### src/rtl/guess_game_ctrl.sv
`default_nettype none
// ============================================================================
//  Module      : guess_game_ctrl
//  Description : Number-guessing game controller. Draws a signed secret from
//                a PRNG sample stream, grades player guesses with
//                higher/lower/correct hints and ends the game in WIN or LOSE
//                once the guess budget is spent.
//  Revision    : 1.0 - initial release
// ============================================================================
module guess_game_ctrl #(
    parameter int MAX_TRIES = 7,
    parameter int MAX_MAG   = 99
) (
    input  logic       clk,
    input  logic       reset,
    input  logic       start,
    input  logic [7:0] prn,
    input  logic [7:0] guess,
    input  logic       guess_valid,
    output logic       guess_ready,
    output logic [7:0] target,
    output logic       higher,
    output logic       lower,
    output logic       correct,
    output logic       bad_guess,
    output logic [3:0] attempts,
    output logic       game_over,
    output logic       won
);

    typedef enum logic [2:0] {
        S_IDLE = 3'd0,
        S_DRAW = 3'd1,
        S_PLAY = 3'd2,
        S_WIN  = 3'd3,
        S_LOSE = 3'd4
    } state_t;

    localparam logic signed [7:0] c_mag_pos   = 8'(MAX_MAG);
    localparam logic signed [7:0] c_mag_neg   = -c_mag_pos;
    localparam logic [3:0]        c_max_tries = 4'(MAX_TRIES);

    state_t             r_state;
    state_t             w_state_nxt;
    logic signed [7:0]  r_target;
    logic signed [7:0]  w_target_nxt;
    logic [3:0]         r_attempts;
    logic [3:0]         w_attempts_nxt;
    logic               r_higher;
    logic               w_higher_nxt;
    logic               r_lower;
    logic               w_lower_nxt;
    logic               r_correct;
    logic               w_correct_nxt;
    logic               r_bad;
    logic               w_bad_nxt;

    logic signed [7:0]  w_prn_s;
    logic signed [7:0]  w_guess_s;
    logic               w_prn_ok;
    logic               w_guess_ok;
    logic [3:0]         w_att_inc;

    // Signed views of the raw inputs and their range qualification.
    assign w_prn_s    = signed'(prn);
    assign w_guess_s  = signed'(guess);
    assign w_prn_ok   = (w_prn_s >= c_mag_neg) && (w_prn_s <= c_mag_pos);
    assign w_guess_ok = (w_guess_s >= c_mag_neg) && (w_guess_s <= c_mag_pos);
    assign w_att_inc  = r_attempts + 4'd1;

    // State and game registers; reset clears everything without a clock.
    always_ff @(posedge clk or negedge reset) begin
        if (!reset) begin
            r_state    <= S_IDLE;
            r_target   <= '0;
            r_attempts <= '0;
            r_higher   <= 1'b0;
            r_lower    <= 1'b0;
            r_correct  <= 1'b0;
            r_bad      <= 1'b0;
        end else begin
            r_state    <= w_state_nxt;
            r_target   <= w_target_nxt;
            r_attempts <= w_attempts_nxt;
            r_higher   <= w_higher_nxt;
            r_lower    <= w_lower_nxt;
            r_correct  <= w_correct_nxt;
            r_bad      <= w_bad_nxt;
        end
    end

    // Next-state and next-value logic; every register holds unless changed.
    always_comb begin
        w_state_nxt    = r_state;
        w_target_nxt   = r_target;
        w_attempts_nxt = r_attempts;
        w_higher_nxt   = r_higher;
        w_lower_nxt    = r_lower;
        w_correct_nxt  = r_correct;
        w_bad_nxt      = r_bad;

        case (r_state)
            S_IDLE: begin
                if (start) begin
                    w_state_nxt    = S_DRAW;
                    w_attempts_nxt = '0;
                    w_higher_nxt   = 1'b0;
                    w_lower_nxt    = 1'b0;
                    w_correct_nxt  = 1'b0;
                    w_bad_nxt      = 1'b0;
                end
            end
            S_DRAW: begin
                // Rejection sampling: keep drawing until the sample fits.
                if (w_prn_ok) begin
                    w_target_nxt = w_prn_s;
                    w_state_nxt  = S_PLAY;
                end
            end
            S_PLAY: begin
                // start has priority; a simultaneous guess is dropped.
                if (start) begin
                    w_state_nxt    = S_DRAW;
                    w_attempts_nxt = '0;
                    w_higher_nxt   = 1'b0;
                    w_lower_nxt    = 1'b0;
                    w_correct_nxt  = 1'b0;
                    w_bad_nxt      = 1'b0;
                end else if (guess_valid) begin
                    if (!w_guess_ok) begin
                        // Out-of-range guesses cost nothing and keep hints.
                        w_bad_nxt = 1'b1;
                    end else begin
                        w_attempts_nxt = w_att_inc;
                        w_bad_nxt      = 1'b0;
                        w_higher_nxt   = (w_guess_s < r_target);
                        w_lower_nxt    = (w_guess_s > r_target);
                        w_correct_nxt  = (w_guess_s == r_target);
                        // A correct last guess wins; it is checked first.
                        if (w_guess_s == r_target) begin
                            w_state_nxt = S_WIN;
                        end else if (w_att_inc == c_max_tries) begin
                            w_state_nxt = S_LOSE;
                        end
                    end
                end
            end
            S_WIN, S_LOSE: begin
                if (start) begin
                    w_state_nxt    = S_DRAW;
                    w_attempts_nxt = '0;
                    w_higher_nxt   = 1'b0;
                    w_lower_nxt    = 1'b0;
                    w_correct_nxt  = 1'b0;
                    w_bad_nxt      = 1'b0;
                end
            end
            default: begin
                w_state_nxt = S_IDLE;
            end
        endcase
    end

    assign guess_ready = (r_state == S_PLAY);
    assign game_over   = (r_state == S_WIN) || (r_state == S_LOSE);
    assign won         = (r_state == S_WIN);
    assign target      = r_target;
    assign attempts    = r_attempts;
    assign higher      = r_higher;
    assign lower       = r_lower;
    assign correct     = r_correct;
    assign bad_guess   = r_bad;

endmodule
`default_nettype wire

### config.mk
export PLATFORM = sky130hd
export DESIGN_NAME = guess_game_ctrl
export DESIGN_NICKNAME = d
export VERILOG_FILES = /design/src/rtl/guess_game_ctrl.sv
export SDC_FILE = /design/constraint.sdc
export NUM_CORES = 1
export LEC_CHECK = 0
export ABC_AREA = 1
export BUFFER_PORTS_ARGS = -buffer_cell sky130_fd_sc_hd__buf_2
export CORE_ASPECT_RATIO = 0.75
export CORE_MARGIN = 10
export CORE_UTILIZATION = 55
export DETAILED_ROUTE_END_ITERATION = 10
export PLACE_DENSITY = 0.84
export SYNTH_ARGS = -nofsm -noshare
export SYNTH_HDL_FRONTEND = slang
export SYNTH_SLANG_ARGS = --single-unit
### constraint.sdc
create_clock -name clk -period 2.6 [get_ports clk]
set_input_delay 0.39 -clock clk [delete_from_list [all_inputs] [get_ports clk]]
set_output_delay 0.39 -clock clk [all_outputs]
set_load 0.01 [all_outputs]
==> results of run 1 <==
[layout make-up]
| type | count | share of cell area |
|---|---|---|
| Inverter | 32 | 0.07518 |
| Clock inverter | 1 | 0.003132 |
| Timing Repair Buffer | 38 | 0.1190 |
| Tap cell | 34 | 0.02662 |
| Clock buffer | 3 | 0.01410 |
| Sequential cell | 19 | 0.2976 |
| Multi-Input combinational cell | 138 | 0.4644 |
[cells in the mapped netlist]
master and n:
nand2_1 65, inv_1 32, dfrtp_1 19, nor2_1 15
ha_1 10, o21ai_0 9, nand3_1 6, nand4_1 6
o21ai_1 6, a21oi_1 4, nand2_2 3, nor2_2 2
o21a_1 2, a21o_1 1, buf_6 1, nand3_4 1
nand3b_1 1, nand4_4 1, nor2_4 1, nor3_1 1
o21ai_2 1, o21ai_4 1, or2_0 1, or2_1 1
[cell usage in the layout (no fill, tap or decap), types with 2 or more instances in the layout]
cell type / n
o21ai_0: 9
o21ai_1: 6
buf_2: 38
nand2_2: 3
nor2_1: 15
o21a_1: 2
inv_1: 32
nand2_1: 65
clkbuf_4: 3
dfrtp_1: 19
nand3_1: 6
nand4_1: 6
a21oi_1: 4
nor2_2: 2
ha_1: 10
[routing by layer]
metal / global-route usage / up-vias
li1: - / 681
met1: 0.1528 / 574
met2: 0.2010 / 23
met3: 0.04741 / 5
met4: 0.02045 / 0
met5: 0 / -
[cell families after synthesis]
| family | count (synthesis) |
|---|---|
| simple gates | 104 |
| buf+inv | 33 |
| compound gates | 24 |
| flops | 19 |
| fa+ha+maj | 10 |
[sequential cells by signal (all words and copies together) (netlist names)]
name / flops
target: 8
r_state: 3
bad_guess: 1
correct: 1
higher: 1
attempts: 4
lower: 1
[worst paths after layout]
path | end | startpoint | slack [ns]
min in group clk | target[3]$_DFFE_PN0P_ | prn[3] | 0.31
max in group asynchronous | attempts[3]$_DFFE_PN0P_ | reset | 2.30
hold reg to reg | lower$_DFFE_PN0P_ | lower$_DFFE_PN0P_ | 0.51
hold / removal | r_state[1]$_DFFE_PN0P_ | reset | 0.007
setup reg to reg | r_state[2]$_DFFE_PN0P_ | target[7]$_DFFE_PN0P_ | 0.87
setup / recovery | r_state[2]$_DFFE_PN0P_ | target[7]$_DFFE_PN0P_ | 0.87
[power groups by stage]
stage / Sequential (mW) / Combinational [mW] / Clock (mW)
2_1_floorplan: 0.520 / 0.566 / 0
3_3_place_gp: 0.484 / 0.822 / 0
3_5_place_dp: 0.485 / 0.839 / 0
4_1_cts: 0.480 / 0.845 / 0.155
5_1_grt: 0.499 / 0.955 / 0.170
6_report: 0.480 / 0.837 / 0.151
==> results.cfg, run 1 <==
[run_status]
outcome = finished clean

[global_routing]
grt_start_max_net_pins = 20
grt-ovfl-total = 0
grt_pass1_wl_mm = 5.140
antenna_found_initial = 0
gr-usage-all-layers = 0.1237
grt_pass1_vias = 1203

[cts]
clock_sink_count = 19
number_of_hold_buffers_added_after_cts = 0
cts_resized = 0
post_cts_setup_buffers = 0
clock-root-buffer = clkbuf_4
cts_buffers = 3
clkTransAtPathRegs_ns = 0.11
cts_tree = done
htreeDepth = 1
clk_path_buf_depth = 2
clkLatencyLatePin_ns = 0.30

[detailed_routing]
drt_iter0_markers = 52
top_layer_used = met4
totalWireLength_mm = 3.032
route.met3.wl_um = 168
detail_route.vias_per_cell = 4.842
ant_nets = 0
avgRoutedWirePerCell_um = 11.44
first_pass_iters = 4
detail_route.wirelength.met1_mm = 1.488
drcViolationCount = 0
wl_met2_mm = 1.355
vias = 1283

[synth]
synth_simple_gate_area_share = 0.3516
synth_xor_area_frac = 0
synth_nets = 220
synth.mux.area_fraction = 0
syn-instance-count = 190
synth_top_area_cell = dfrtp_1
synthTopCellsByArea = dfrtp_1, nand2_1, ha_1
yosys.cell_types.count = 24
synth.avg_cell_area_um2 = 7.099
synth_adder_area_share = 0.09276
synth_top_area_frac = 0.3525
synth_compound_area_frac = 0.1058
ys_seq_elements = 19
synthesis.yosys.warnings = 0
synth_top_family_by_area = simple AND/OR/NAND/NOR gates
cell_area_after_synthesis_mm2 = 0.001349
synth_sequential_area_ratio = 0.3525

[finish]
design_area_mm2 = 0.001598
area.sequential_um2 = 475.5
multi_input_comb_area_um2 = 742.0
syn2layout_area_growth_pct = 18.46
fillerInstances = 239
final_core_utilization = 0.6866
final_layout_size_suffix_gt1_frac = 0.2251
final_net_count = 262
diodes = 0
final_cells = 265

[placement]
buffer_ports.inserted = 38
finalWeightedCongestion = 0.8250
detailedPlace.worstSlack_ns = 0.7609
place.detailed.instances = 261
dp_hpwl_mm = 2.531
detailed_place.area_mm2 = 0.001570

[power]
power.density_cell_area_mw_per_mm2 = 918.9
combPwrFrac = 0.570
p_total_mw = 1.468
static_leak_nw = 0.9184
internal_power_mw = 0.7735
share_seq_of_total_power = 0.327
switching_power_mw = 0.6948
max-vdd-ir-drop_v = 0.0005972
power.clock.fraction = 0.103
power.switching_fraction = 0.4732

[timing]
tightestPinTransition_ns = 0.4209
hold_ws_ns = 0.006643
setup_viol = 0
fin_worst_skew_ns = 0.003850
slew_headroom = 0.7194
hold_violations = 0
post-route-min-period_ns = 1.735
max_clock_freq_mhz = 576.5
slew_viol_final = 0
fin_crit_sh = 0.6672
postLayoutSetupSlackWorst_ns = 0.8654
setup-tns-final_ns = 0
unrepaired_setup_endpoints_after_global_routing = no

[floorplanning]
die_x_um = 77.18
floorplan.io_pins = 39
design.die.area_mm2 = 0.004853
die-height_um = 62.89
core_area_mm2 = 0.002327
placementRows = 15
start_util = 0.5796

[setup_path]
worst-endpoint-arrival_ns = 1.93
startpoint_type = register
critical_path_required_ns = 2.80
cpLargestDelayFamily = simple AND/OR/NAND/NOR gates
worstRegToRegCells = 11
worstPathMaxFanout = 5
cp_cell_sequence = inv_1, ha_1, nand2_1, nor2_1, nand2_1, nand2_1, inv_1, nand2_2, nand4_1, nand2_1, nand2_1
worst_setup_ep_type = register
critPathBufInv = 2
path_common_cell = nand2_1
timing.critical_path.slowest_stage_cell = dfrtp_1
critical_path_class = register to register
critical_path_cell_count = 11
cpPeakStageDelay_ns = 0.36

[worst_hold_path]
hp-class = input port to asynchronous set/reset pin

[run]
drv_cap = 0
Power figures use the tool's default switching activity.
==> inputs of run 2 (changes only) <==
--- a/config.mk
+++ b/config.mk
@@ -9,9 +9,9 @@
 export BUFFER_PORTS_ARGS = -buffer_cell sky130_fd_sc_hd__buf_2
 export CORE_ASPECT_RATIO = 0.75
 export CORE_MARGIN = 10
-export CORE_UTILIZATION = 55
+export CORE_UTILIZATION = 51
 export DETAILED_ROUTE_END_ITERATION = 10
-export PLACE_DENSITY = 0.84
+export PLACE_DENSITY = 0.79
 export SYNTH_ARGS = -nofsm -noshare
 export SYNTH_HDL_FRONTEND = slang
 export SYNTH_SLANG_ARGS = --single-unit
==> constraint.sdc (replaced) <==
create_clock -name clk -period 1.7 [get_ports clk]
set_input_delay 0.255 -clock clk [delete_from_list [all_inputs] [get_ports clk]]
set_output_delay 0.255 -clock clk [all_outputs]
set_load 0.01 [all_outputs]
==> results.cfg, run 2 (synthesis gave the netlist of run 1 again) <==
[run_status]
outcome = finished clean

[floorplanning]
die-height_um = 64.54
floorplan.io_pins = 39
core_area_mm2 = 0.002562
placementRows = 16
design.die.area_mm2 = 0.005123
start_util = 0.5264
die_x_um = 79.38

[finish]
final_layout_size_suffix_gt1_frac = 0.2521
diodes = 0
layout_commonest_cell = nand2_1
multi_input_comb_area_um2 = 779.5
fillerInstances = 250
final_cells = 270
syn2layout_area_growth_pct = 23.28
largest_reg_flops = 8
area.sequential_um2 = 475.5
mostFrequentLayoutCells = nand2_1, buf_2, inv_1
final_net_count = 265

[run]
drv_cap = 0

[timing]
slew_viol_final = 0
setup-tns-final_ns = 0
hold_violations = 0
post-route-min-period_ns = 1.573
hold_ws_ns = 0.1727
postLayoutSetupSlackWorst_ns = 0.1268
slew_headroom = 0.7086
fin_worst_skew_ns = 0.0007948
setup_viol = 0
tightestPinTransition_ns = 0.4371
fin_crit_sh = 0.9254
max_clock_freq_mhz = 635.6

[detailed_routing]
first_pass_iters = 4
totalWireLength_mm = 3.258
drcViolationCount = 0
drt_iter0_markers = 57
avgRoutedWirePerCell_um = 12.07
detail_route.vias_per_cell = 4.822
ant_nets = 0
vias = 1302

[setup_path]
worst-endpoint-arrival_ns = 1.32
worst_setup_ep_type = primary output
worstPathMaxFanout = 7
critical_path_class = register to primary output
startpoint_type = register
critical_path_required_ns = 1.44

[global_routing]
grt_pass1_vias = 1243
grt-ovfl-total = 0
grt_start_max_net_pins = 20
gr-usage-all-layers = 0.1243
antenna_found_initial = 0
grt_pass1_wl_mm = 5.375

[placement]
buffer_ports.inserted = 38
place.detailed.instances = 265
dp_hpwl_mm = 2.654
finalWeightedCongestion = 0.8153
detailedPlace.worstSlack_ns = 0.1283

[power]
p_total_mw = 2.333
max-vdd-ir-drop_v = 0.0007127
static_leak_nw = 0.9329
power.density_cell_area_mw_per_mm2 = 1403

[cts]
clkTransAtPathRegs_ns = 0.11
clkLatencyLatePin_ns = 0.30
htreeDepth = 1
clock_sink_count = 19
clock-root-buffer = clkbuf_4
clk_path_buf_depth = 2
cts_tree = done
cts_buffers = 3

[worst_hold_path]
hp-class = input port to register
[run 2: changes by cell type in the layout (fill, tap and decap cells not counted), sizes merged]
cell	before	now
dlygate4sd3	0	1
buf	38	40
[run 2: cell type report]
type | count | area share
clock buffer | 3 | 0.01354
clock inverter | 1 | 0.003010
inverter | 32 | 0.07223
multi-input combinational | 138 | 0.4688
sequential | 19 | 0.2859
tap | 36 | 0.02709
timing repair buffer | 41 | 0.1294
[run 2: worst paths after layout]
kind                                              from                endpoint  slack [ns]  cells after the start
worst max-delay path            r_state[1]$_DFFE_PN0P_               game_over        0.13                      3
min in group asynchronous                        reset       lower$_DFFE_PN0P_        0.44                      2
worst min-delay path                            prn[1]   target[1]$_DFFE_PN0P_        0.17                      3
max in group asynchronous                        reset   target[4]$_DFFE_PN0P_        0.96                      2
worst max register to register   target[3]$_DFFE_PN0P_  r_state[0]$_DFFE_PN0P_        0.15                     11
worst min register to register       lower$_DFFE_PN0P_       lower$_DFFE_PN0P_        0.50                      2
[run 2: repair_timing]
item                                   CTS  global route
buffers inserted                         0             0
hold buffers                             1             0
endpoints found under the hold margin   19             0
setup endpoints to repair                0             3
gates resized for setup                  0             6
[run 2: per-stage QoR]
stage	instance area, um^2	utilization
after floorplan	1349	-
after global placement	1588	0.6196
after detailed placement	1588	0.6196
after CTS	1625	0.6343
after global routing	1663	0.6489
final	1663	0.6489
[run 2: where the power goes]
part / switching (mW) / internal (mW)
registers: 0.127 / 0.615
clock network: 0.142 / 0.0877
logic: 0.839 / 0.523
[run 2: worst max-delay path, cell delays in order, from the launching register on]
cell	delay, ns
dfrtp_1	0.47
or2_1	0.26
o21ai_0	0.15
buf_2	0.15
[run 2: layer usage]
layer	up-vias	GRT usage	share of wire
met5	-	0	0
met4	0	0.02009	0.0052
met3	2	0.04683	0.065
met2	32	0.1931	0.45
met1	581	0.1624	0.48
li1	687	-	-
==> inputs of run 3 (changes only) <==
--- a/config.mk
+++ b/config.mk
@@ -6,12 +6,13 @@
 export NUM_CORES = 1
 export LEC_CHECK = 0
 export ABC_AREA = 1
+export ABC_CLOCK_PERIOD_IN_PS = 1700
 export BUFFER_PORTS_ARGS = -buffer_cell sky130_fd_sc_hd__buf_2
 export CORE_ASPECT_RATIO = 0.75
 export CORE_MARGIN = 10
 export CORE_UTILIZATION = 51
 export DETAILED_ROUTE_END_ITERATION = 10
-export PLACE_DENSITY = 0.79
+export PLACE_DENSITY_LB_ADDON = 0.1
 export SYNTH_ARGS = -nofsm -noshare
 export SYNTH_HDL_FRONTEND = slang
 export SYNTH_SLANG_ARGS = --single-unit
==> results.cfg, run 3 (synthesis gave the netlist of run 1 again) <==
[finish]
diodes = 0
final_net_count = 265
final_layout_size_suffix_gt1_frac = 0.2863
design_area_mm2 = 0.001692
area.sequential_um2 = 476.7
final_core_utilization = 0.6602
layout_commonest_cell = nand2_1
largest_reg_flops = 8
mostFrequentLayoutCells = nand2_1, buf_2, inv_1
final_cells = 270
syn2layout_area_growth_pct = 25.42
multi_input_comb_area_um2 = 807.0
fillerInstances = 247

[timing]
hold_violations = 0
setup_viol = 0
unrepaired_setup_endpoints_after_global_routing = no
setup-tns-final_ns = 0
fin_worst_skew_ns = 0.009417
post-route-min-period_ns = 1.578
slew_viol_final = 0
tightestPinTransition_ns = 0.4333
postLayoutSetupSlackWorst_ns = 0.1221
max_clock_freq_mhz = 633.8
hold_ws_ns = 0.1715
slew_headroom = 0.7112
fin_crit_sh = 0.9282

[placement]
finalWeightedCongestion = 0.8499
dp_hpwl_mm = 2.579
detailed_place.area_mm2 = 0.001580
detailedPlace.worstSlack_ns = 0.04620
buffer_ports.inserted = 38
place.detailed.instances = 264

[setup_path]
critical_path_required_ns = 1.44
worstPathMaxFanout = 7
worst-endpoint-arrival_ns = 1.32
critical_path_class = register to primary output
worst_setup_ep_type = primary output
startpoint_type = register

[cts]
clock_sink_count = 19
clkTransAtPathRegs_ns = 0.12
htreeDepth = 1
clk_path_buf_depth = 2
cts_tree = done
clock-root-buffer = clkbuf_4
clkLatencyLatePin_ns = 0.31
cts_buffers = 3

[power]
max-vdd-ir-drop_v = 0.0007676
p_total_mw = 2.398
static_leak_nw = 0.9327
power.density_cell_area_mw_per_mm2 = 1417

[detailed_routing]
detail_route.vias_per_cell = 4.707
vias = 1271
drt_iter0_markers = 62
totalWireLength_mm = 3.165
ant_nets = 0
first_pass_iters = 4
wl_met2_mm = 1.531
detail_route.wirelength.met1_mm = 1.465
drcViolationCount = 0
top_layer_used = met4
route.met3.wl_um = 152
avgRoutedWirePerCell_um = 11.72

[worst_hold_path]
hp-class = input port to register

[floorplanning]
die-height_um = 64.54
die_x_um = 79.38
placementRows = 16
start_util = 0.5264
design.die.area_mm2 = 0.005123
core_area_mm2 = 0.002562
floorplan.io_pins = 39

[global_routing]
antenna_found_initial = 0
grt-ovfl-total = 0
grt_start_max_net_pins = 20
grt_pass1_wl_mm = 5.568
gr-usage-all-layers = 0.1286
grt_pass1_vias = 1338

[run_status]
outcome = finished clean

[run]
drv_cap = 0
[run 3: cell count changes in the layout (fill, tap and decap cells not counted)]
cell | previous run | this run
inv_2 | 0 | 2
nand2_2 | 4 | 8
dfrtp_1 | 19 | 18
inv_1 | 32 | 30
dfrtp_2 | 0 | 1
ha_4 | 2 | 3
nor2_2 | 3 | 2
nor2_4 | 2 | 3
nand2_1 | 64 | 60
ha_1 | 8 | 7
[run 3: final timing paths]
kind,end,slack (ns),startpoint,cells past startpoint
worst max-delay path,game_over,0.12,r_state[1]$_DFFE_PN0P_,3
worst min-delay path,target[6]$_DFFE_PN0P_,0.17,prn[6],3
worst max register to register,r_state[0]$_DFFE_PN0P_,0.17,target[7]$_DFFE_PN0P_,11
worst min register to register,lower$_DFFE_PN0P_,0.50,lower$_DFFE_PN0P_,2
max in group asynchronous,attempts[0]$_DFFE_PN0P_,0.98,reset,2
min in group asynchronous,attempts[0]$_DFFE_PN0P_,0.40,reset,2
[run 3: cell type report]
type / instances / share of cell area
Inverter: 32 / 0.07101
Tap cell: 36 / 0.02663
Clock inverter: 1 / 0.002959
Timing Repair Buffer: 41 / 0.1272
Clock buffer: 3 / 0.01331
Multi-Input combinational cell: 138 / 0.4771
Sequential cell: 19 / 0.2818
[run 3: worst max-delay path: stages, from the launching register on]
cell and delay (ns):
dfrtp_1 0.47, or2_1 0.26, o21ai_0 0.14, buf_2 0.15
[run 3: what timing repair did]
action                                  CTS  global route
hold buffers                              1             0
endpoints found under the setup margin    0             3
endpoints found under the hold margin    19             0
resized for setup                         0            15
buffers inserted                          0             1
[run 3: report_power, final]
part	internal (mW)	switching, mW
clock	0.0878	0.152
combinational	0.552	0.863
sequential	0.616	0.127
total	1.26	1.14
[run 3: layer usage]
layer / global-route usage / up-vias
met2: 0.2276 / 21
met5: 0 / -
met3: 0.03857 / 2
met1: 0.1488 / 559
met4: 0.02902 / 0
li1: - / 689
